File: config.mk
export PLATFORM = sky130hd
export DESIGN_NAME = hazard_ctrl
export DESIGN_NICKNAME = d
export VERILOG_FILES = /design/src/rtl/hazard_pkg.sv /design/src/rtl/hazard_ctrl_md_occupancy.sv /design/src/rtl/hazard_ctrl.sv
export SDC_FILE = /design/constraint.sdc
export NUM_CORES = 1
export LEC_CHECK = 0
export ABC_CLOCK_PERIOD_IN_PS = 2900
export CAP_MARGIN = 20
export CELL_PAD_IN_SITES_DETAIL_PLACEMENT = 1
export CELL_PAD_IN_SITES_GLOBAL_PLACEMENT = 1
export CORE_MARGIN = 1.5
export CORE_UTILIZATION = 22
export CTS_CLUSTER_DIAMETER = 80
export CTS_CLUSTER_SIZE = 8
export DETAILED_ROUTE_END_ITERATION = 16
export HOLD_SLACK_MARGIN = 0.03
export MAX_ROUTING_LAYER = met4
export PLACE_DENSITY = 0.81
export SLEW_MARGIN = 20
export SYNTH_ARGS = -nofsm -noshare
export SYNTH_HDL_FRONTEND = slang
export SYNTH_SLANG_ARGS = --single-unit
export TNS_END_PERCENT = 10
File: constraint.sdc
create_clock -name clk -period 2.9 [get_ports clk]
set_input_delay 0.29 -clock clk [delete_from_list [all_inputs] [get_ports clk]]
set_output_delay 0.29 -clock clk [all_outputs]
set_load 0.005 [all_outputs]
File: src/rtl/hazard_pkg.sv
// Shared encodings for the pipeline hazard controller: load marker, forwarding selects
// and the mul/div occupancy FSM states.
package hazard_pkg;

   localparam logic [1:0] RES_MEM = 2'b01;

   localparam logic [1:0] FWD_RF  = 2'b00;
   localparam logic [1:0] FWD_W   = 2'b01;
   localparam logic [1:0] FWD_M   = 2'b10;

   typedef enum logic {
      MD_IDLE = 1'b0,
      MD_BUSY = 1'b1
   } md_state_t;

endpackage

File: src/rtl/hazard_ctrl_md_occupancy.sv
// Tracks how long a multi-cycle mul/div op keeps Execute occupied; freezes while the
// memory port holds the pipeline.
module md_occupancy
   import hazard_pkg::*;
#(
   parameter int MD_LAT = 4
) (
   input  logic clk,
   input  logic rst_n,
   input  logic start,
   input  logic hold,
   output logic stall,
   output logic done,
   output logic busy
);

   localparam int CNT_W = (MD_LAT > 1) ? $clog2(MD_LAT) : 1;
   localparam logic [CNT_W-1:0] CNT_INIT = (MD_LAT > 1) ? CNT_W'(MD_LAT - 2) : '0;

   md_state_t        state, stateNext;
   logic [CNT_W-1:0] cnt, cntNext;

   always_ff @(posedge clk) begin
      if (!rst_n) begin
         state <= MD_IDLE;
         cnt   <= '0;
      end else begin
         state <= stateNext;
         cnt   <= cntNext;
      end
   end

   // The op already sits in E during the cnt==0 cycle, so a still-high start must not relaunch.
   always_comb begin
      stateNext = state;
      cntNext   = cnt;
      if (!hold) begin
         unique case (state)
            MD_IDLE: begin
               if (start && (MD_LAT > 1)) begin
                  stateNext = MD_BUSY;
                  cntNext   = CNT_INIT;
               end
            end
            MD_BUSY: begin
               if (cnt == '0) begin
                  stateNext = MD_IDLE;
               end else begin
                  cntNext = cnt - CNT_W'(1);
               end
            end
            default: begin
               stateNext = MD_IDLE;
               cntNext   = '0;
            end
         endcase
      end
   end

   always_comb begin
      stall = 1'b0;
      done  = 1'b0;
      busy  = 1'b0;
      unique case (state)
         MD_IDLE: begin
            stall = start && (MD_LAT > 1);
            done  = start && (MD_LAT == 1);
         end
         MD_BUSY: begin
            busy  = 1'b1;
            stall = (cnt != '0);
            done  = (cnt == '0);
         end
         default: begin
            stall = 1'b0;
         end
      endcase
   end

endmodule

File: src/rtl/hazard_ctrl.sv
// Pipeline hazard controller for the 5-stage core: forwarding, load-use/RAW stalls,
// mul/div occupancy, branch flushes and the memory-wait freeze.
module hazard_ctrl
   import hazard_pkg::*;
#(
   parameter int REG_AW = 5,
   parameter int MD_LAT = 4,
   parameter int FWD_EN = 1
) (
   input  logic              clk,
   input  logic              rst_n,
   input  logic [REG_AW-1:0] Rs1D,
   input  logic [REG_AW-1:0] Rs2D,
   input  logic [REG_AW-1:0] Rs1E,
   input  logic [REG_AW-1:0] Rs2E,
   input  logic [REG_AW-1:0] RdE,
   input  logic [REG_AW-1:0] RdM,
   input  logic [REG_AW-1:0] RdW,
   input  logic              RegWriteE,
   input  logic              RegWriteM,
   input  logic              RegWriteW,
   input  logic [1:0]        ResultSrcE,
   input  logic              MdStartE,
   input  logic              PCSrcE,
   input  logic              MemReadyM,
   output logic              StallF,
   output logic              StallD,
   output logic              StallE,
   output logic              StallM,
   output logic              FlushD,
   output logic              FlushE,
   output logic              FlushM,
   output logic              FlushW,
   output logic [1:0]        ForwardAE,
   output logic [1:0]        ForwardBE,
   output logic              MdBusy,
   output logic              MdDoneE
);

   logic luHazard;
   logic rawHazard;
   logic mdStall;
   logic mdDone;
   logic mdBusyRaw;

   function automatic logic [1:0] fwdSelect(
      input logic [REG_AW-1:0] src,
      input logic [REG_AW-1:0] rdM,
      input logic              wrM,
      input logic [REG_AW-1:0] rdW,
      input logic              wrW
   );
      if ((src != '0) && (src == rdM) && wrM) begin
         return FWD_M;
      end else if ((src != '0) && (src == rdW) && wrW) begin
         return FWD_W;
      end
      return FWD_RF;
   endfunction

   function automatic logic rawMatch(
      input logic [REG_AW-1:0] src,
      input logic [REG_AW-1:0] rd,
      input logic              wr
   );
      return (src != '0) && (src == rd) && wr;
   endfunction

   // A branch sharing the E slot with a mul/div op squashes it, so the FSM never starts.
   md_occupancy #(
      .MD_LAT (MD_LAT)
   ) mdOcc (
      .clk   (clk),
      .rst_n (rst_n),
      .start (MdStartE && !PCSrcE),
      .hold  (!MemReadyM),
      .stall (mdStall),
      .done  (mdDone),
      .busy  (mdBusyRaw)
   );

   always_comb begin
      luHazard  = 1'b0;
      rawHazard = 1'b0;
      if (FWD_EN != 0) begin
         luHazard = (ResultSrcE == RES_MEM) && (RdE != '0) &&
                    ((Rs1D == RdE) || (Rs2D == RdE));
      end else begin
         rawHazard = rawMatch(Rs1D, RdE, RegWriteE) || rawMatch(Rs2D, RdE, RegWriteE) ||
                     rawMatch(Rs1D, RdM, RegWriteM) || rawMatch(Rs2D, RdM, RegWriteM) ||
                     rawMatch(Rs1D, RdW, RegWriteW) || rawMatch(Rs2D, RdW, RegWriteW);
      end
   end

   always_comb begin
      ForwardAE = FWD_RF;
      ForwardBE = FWD_RF;
      if (rst_n && (FWD_EN != 0)) begin
         ForwardAE = fwdSelect(Rs1E, RdM, RegWriteM, RdW, RegWriteW);
         ForwardBE = fwdSelect(Rs2E, RdM, RegWriteM, RdW, RegWriteW);
      end
   end

   // Priority chain: a frozen pipeline defers every other request until memory is ready.
   always_comb begin
      StallF = 1'b0;
      StallD = 1'b0;
      StallE = 1'b0;
      StallM = 1'b0;
      FlushD = 1'b0;
      FlushE = 1'b0;
      FlushM = 1'b0;
      FlushW = 1'b0;
      if (!rst_n) begin
         StallF = 1'b0;
      end else if (!MemReadyM) begin
         StallF = 1'b1;
         StallD = 1'b1;
         StallE = 1'b1;
         StallM = 1'b1;
         FlushW = 1'b1;
      end else if (PCSrcE) begin
         FlushD = 1'b1;
         FlushE = 1'b1;
      end else if (mdStall) begin
         StallF = 1'b1;
         StallD = 1'b1;
         StallE = 1'b1;
         FlushM = 1'b1;
      end else if (luHazard || rawHazard) begin
         StallF = 1'b1;
         StallD = 1'b1;
         FlushE = 1'b1;
      end
   end

   assign MdBusy  = rst_n && mdBusyRaw;
   assign MdDoneE = rst_n && mdDone;

endmodule

* Yosys cells after proc, flatten, opt, wreduce, memory -nomap -nowiden
Cells that the tools add are included.
Word-level totals: logic and storage cells 77, output and inout port bits 14, input port bits 45, bits in registers 3
Operators by class: add/subtract/negate cells 1, reduce and logical (&&, ||, !) cells 21, bitwise operators 1, equal/unequal tests 9, muxes and demuxes 43
Operators with widths (number):
- 5-bit equality test | 6
- 1-bit two-way mux | 29
- 2-bit two-way mux | 10
- 5-bit nonzero test | 3
- 1-bit logical AND | 13
- 1-bit one-hot mux with 2 select lines | 3
- 2-bit one-hot mux with 2 select lines | 1
- 3-bit AND reduction | 1
- 2-bit by 1-bit equality test with 1-bit output, second input constant | 1
- 2-bit logical NOT | 1
- 2-bit by 1-bit inequality test with 1-bit output, second input constant | 1
- 2-bit inequality test, second input constant | 1
- 2-bit nonzero test | 1
- 2-bit by 1-bit subtractor with 2-bit output, second input constant | 1
- 1-bit logical NOT | 1
- 1-bit logical OR | 1
- 1-bit NOT | 1

* Depth between registers and ports, before layout
word-level depth 8, mapped depth 7, mapped depth without buffers 6

* Cells and area by module
Synthesis repeated with hierarchy kept, for this count alone.
Unflattened totals: cell total of the unflattened synthesis 92, area, all modules 725.7 sq um
By module, submodules not included:
- hazard_ctrl | times used 1, area an instance 556.8 sq um, seq. area each 0.0 sq um, cells each 71
- md_occupancy | times used 1, area an instance 168.9 sq um, seq. area each 60.1 sq um, cells each 21

* Least setup slack after synthesis
Ideal clock, no wire load.
path kind input -> output, start in Rs1E[0], end out ForwardAE[0], arrival 1.252 ns, buffers on the path 0, path slack 1.358 ns, cell stages on the path 4, cell sequence or4_4 > nor2_4 > nor4_1 > nor4_2
On the way: longest elaborated chain between the ends 8
RTL lines:
- start: declaration | line hazard_ctrl.sv:14 | input logic [REG_AW-1:0] Rs1E,
- 5-bit equality test or 5-bit nonzero test (tied branches) | line hazard_ctrl.sv:55, hazard_ctrl.sv:53
- 1-bit logical AND (2 in series) | line hazard_ctrl.sv:55 | end else if ((src != '0) && (src == rdW) && wrW) begin
- 1-bit two-way mux | line hazard_ctrl.sv:55
- 1-bit two-way mux | line hazard_ctrl.sv:53 | if ((src != '0) && (src == rdM) && wrM) begin
- 1-bit two-way mux | line hazard_ctrl.sv:98 | if (rst_n && (FWD_EN != 0)) begin
- 2-bit two-way mux (*) | line hazard_ctrl.sv:58 | return FWD_RF;
- 2-bit two-way mux (*) | line hazard_ctrl.sv:98
- end: declaration | line hazard_ctrl.sv:34 | output logic [1:0] ForwardAE,
Mark *: on every way between the ends. The rest lies on a longest branch, timed or not. The select of a mux whose other input is x is not followed.

* Final worst setup path
start in Rs2E[0], end out ForwardBE[0]
On the way: longest elaborated chain between the ends 8
RTL lines:
- start: declaration | line hazard_ctrl.sv:15 | input logic [REG_AW-1:0] Rs2E,
- 5-bit equality test or 5-bit nonzero test (tied branches) | line hazard_ctrl.sv:55, hazard_ctrl.sv:53
- 1-bit logical AND (2 in series) | line hazard_ctrl.sv:55
- 1-bit two-way mux | line hazard_ctrl.sv:55
- 1-bit two-way mux | line hazard_ctrl.sv:53
- 1-bit two-way mux | line hazard_ctrl.sv:98
- 2-bit two-way mux (*) | line hazard_ctrl.sv:58
- 2-bit two-way mux (*) | line hazard_ctrl.sv:98
- end: declaration | line hazard_ctrl.sv:35 | output logic [1:0] ForwardBE,
Marked as above.

==> flow_summary.toml <==
[status]
status = "finished clean"

[layout]
layout_commonest_cell = "clkdlybuf4s50_1"
fin_area_sq_um = 1313
final_nets = 197
fill_cells = 374
insertedDiodeCount = 0
multi_input_area_sq_um = 588.1
layout.area.seq_sq_um = 60.06
final_cell_mix = "clkdlybuf4s50_1, xor2_1, xnor2_1, inv_1, nor2_1"
drive_gt1_share_pct = 7.333
area_delta_synth_final_pct = 90.38

[floorplanning]
die_area_sq_um = 3479
die_y_um = 58.98
core_sq_um = 3003
start_util_pct = 22.96
die_x_um = 58.98
fp-row-count = 20
io_pins = 59

[flow_run]
maxCapViolations = 0

[setup_path]
path_buf_inv = 2
rr_startpoint = "mdOcc.cnt[0]"
cpPeakStageDelay_ps = 580
startpoint_type = "primary input"
critical_path_required_ps = 2610
crit_type = "in2out"
cp_data_arrival_time_ps = 2360
cp_cell_sequence = "clkdlybuf4s50_1 > or4_4 > nor2_4 > nor4_2 > nor4_2 > clkdlybuf4s50_1"
crit_family = "buffers and inverters"
critPathLaunch = "Rs2E[0]"
slowest_stage = "or4_4"
crit_path_max_fanout = 4
end_kind = "output pin"

[clocking]
cts_setup_buffers = 0
cts_made_buffers = 3
clk_latency_ps = 250
clockBufferDepth = 2
cts_resized = 0
cts_tree = "built"
root_buffer = "clkbuf_4"
clk_pin_slew_worst_paths_ps = 30
cts_hold_buf = 0
cts_max_level = 1
clock_sinks = 3

[synthesis]
syn_nets = 137
syn_area_sq_um = 689.4
postSynthAreaPerCell_sq_um = 7.576
seq_area_frac_synth_pct = 8.711
synth_seq_cells = 3
synth.distinct_cells = 32
synth.yosys.warnings = 0
synth_cells = 91

[routing]
met2_length_um = 1450
dr.pass1.iters = 3
drtIter0Drc = 16
wl_per_cell_um = 15.26
met3_length_um = 208
finalWirelength_um = 2793
routedLengthMet1_um = 1108
num_vias = 900
routed.top_layer = "met4"
ant_nets = 0
drt-vias-per-instance = 4.918
drc = 0

[pwr]
leakage_uw = 0.0004662
p_per_area_nw_per_um2 = 212.6
vdd_drop_max_v = 0.0001222

[placed_design]
io_buffer_count = 57
dp_hpwl_um = 2318
placed_cell_area_sq_um = 1286
gp_congestion = 0.9010

[global_routing]
antenna_found_initial = 0
grt_pass1_wl_um = 4478
overflow = 0
grt_pass1_vias = 1019
grtUsageTotal_pct = 17.02
grt_max_degree = 10

[sta]
max_slew.worst_pin.slew_ps = 541.0
fin_crit_sh_pct = 91.39
rsz0062_at_grt = "no"
min_period_ps = 2650
finalSetupViolations = 0
hold_viol_final = 0
finalMaxSlewViolations = 0
finClkSkew_ps = 9.664
max_freq_mhz = 377.3
fin_hold_ws_ps = 505.6
relSlewSlack_pct = 63.55
final.setup.tns_ps = 0

[hold_path]
min_from = "mdOcc.cnt[1]"
hold_class = "reg2reg"
-- final cells by class --
cell class | count | area share [%]
flip-flops and latches | 3 | 4.576
repair buffers | 57 | 43.47
multi-input cells | 79 | 44.80
inverters | 7 | 2.002
well taps | 33 | 3.146
clock buffers | 4 | 2.002
-- registers in the layout (all words and copies together), names as in the netlist --
| register | flops |
|---|---|
| mdOcc.state | 1 |
| mdOcc.cnt | 2 |
-- metrics by stage --
| stage | utilization [%] | power [uW] | setup WS (ps) | std cells |
|---|---|---|---|---|
| 3_5_place_dp | 42.83 | 200.7 | 237.0 | 179 |
| 2_1_floorplan | - | 101.9 | 1358 | 91 |
| 3_3_place_gp | 42.83 | 196.9 | 283.7 | 179 |
| 6_report | 43.71 | 279.0 | 249.6 | 183 |
| 5_1_grt | 43.71 | 297.4 | 175.8 | 183 |
| 4_1_cts | 43.71 | 282.1 | 230.8 | 183 |
-- synth_stat cells --
cell	n	share of area, %
a211o_1	1	1.3
a21o_1	1	1.1
a21oi_1	3	2.2
a221oi_1	1	1.3
a22oi_1	1	1.1
and2_1	3	2.7
and2_2	1	1.1
and3_1	1	0.91
buf_4	2	2.2
dfxtp_1	3	8.7
ha_1	1	1.8
inv_1	7	3.8
nand2_1	4	2.2
nand2b_1	2	1.8
nand3_1	2	1.5
nand4_1	4	3.6
nor2_1	7	3.8
nor2_4	2	3.3
nor2b_1	1	0.91
nor3_1	3	2.2
nor3b_1	1	1.1
nor4_1	1	0.91
nor4_2	3	5.4
nor4b_1	1	1.3
o21ai_0	1	0.73
o21bai_1	1	1.1
o221ai_1	1	1.3
o22ai_1	1	0.91
o31ai_1	1	1.1
or4_4	2	3.3
xnor2_1	13	17
xor2_1	15	19
-- worst paths after layout --
path	to	slack, ps	depth (start not counted)
max	ForwardBE[0]	250	6
min	mdOcc.cnt[1]	510	2
max reg2reg	mdOcc.cnt[1]	1420	6
min reg2reg	mdOcc.cnt[1]	510	2
-- metal layers --
metal,vias up,track usage (%)
met5,-,-
li1,433,-
met2,45,32.22
met4,0,4.870
met3,4,2.183
met1,418,18.30
-- worst register-to-register path, cell delays in order, from the launching register on --
cell     delay, ps
dfxtp_1        320
inv_1           60
ha_1           180
nor2b_1         60
o21ai_0        440
nand2_1        140
a21oi_1        190
-- cell families (layout without fill, tap and decap cells) --
logic type,after synthesis,in the layout,synth area share (%)
DFF,3,3,8.712
AOI/OAI and AO/OA,12,12,11.98
xor gates and xnor gates,28,28,35.57
adders and majority gates,1,1,1.815
and+or+nand+nor,38,38,35.94
buffers and inverters,9,68,5.989
-- power by group --
part | total (uW) | switching (uW) | internal (uW)
combinational | 157 | 62.3 | 94.6
clock | 78.0 | 26.2 | 51.9
sequential | 44.1 | 1.22 | 42.8
(Power assumes the default switching activity.)
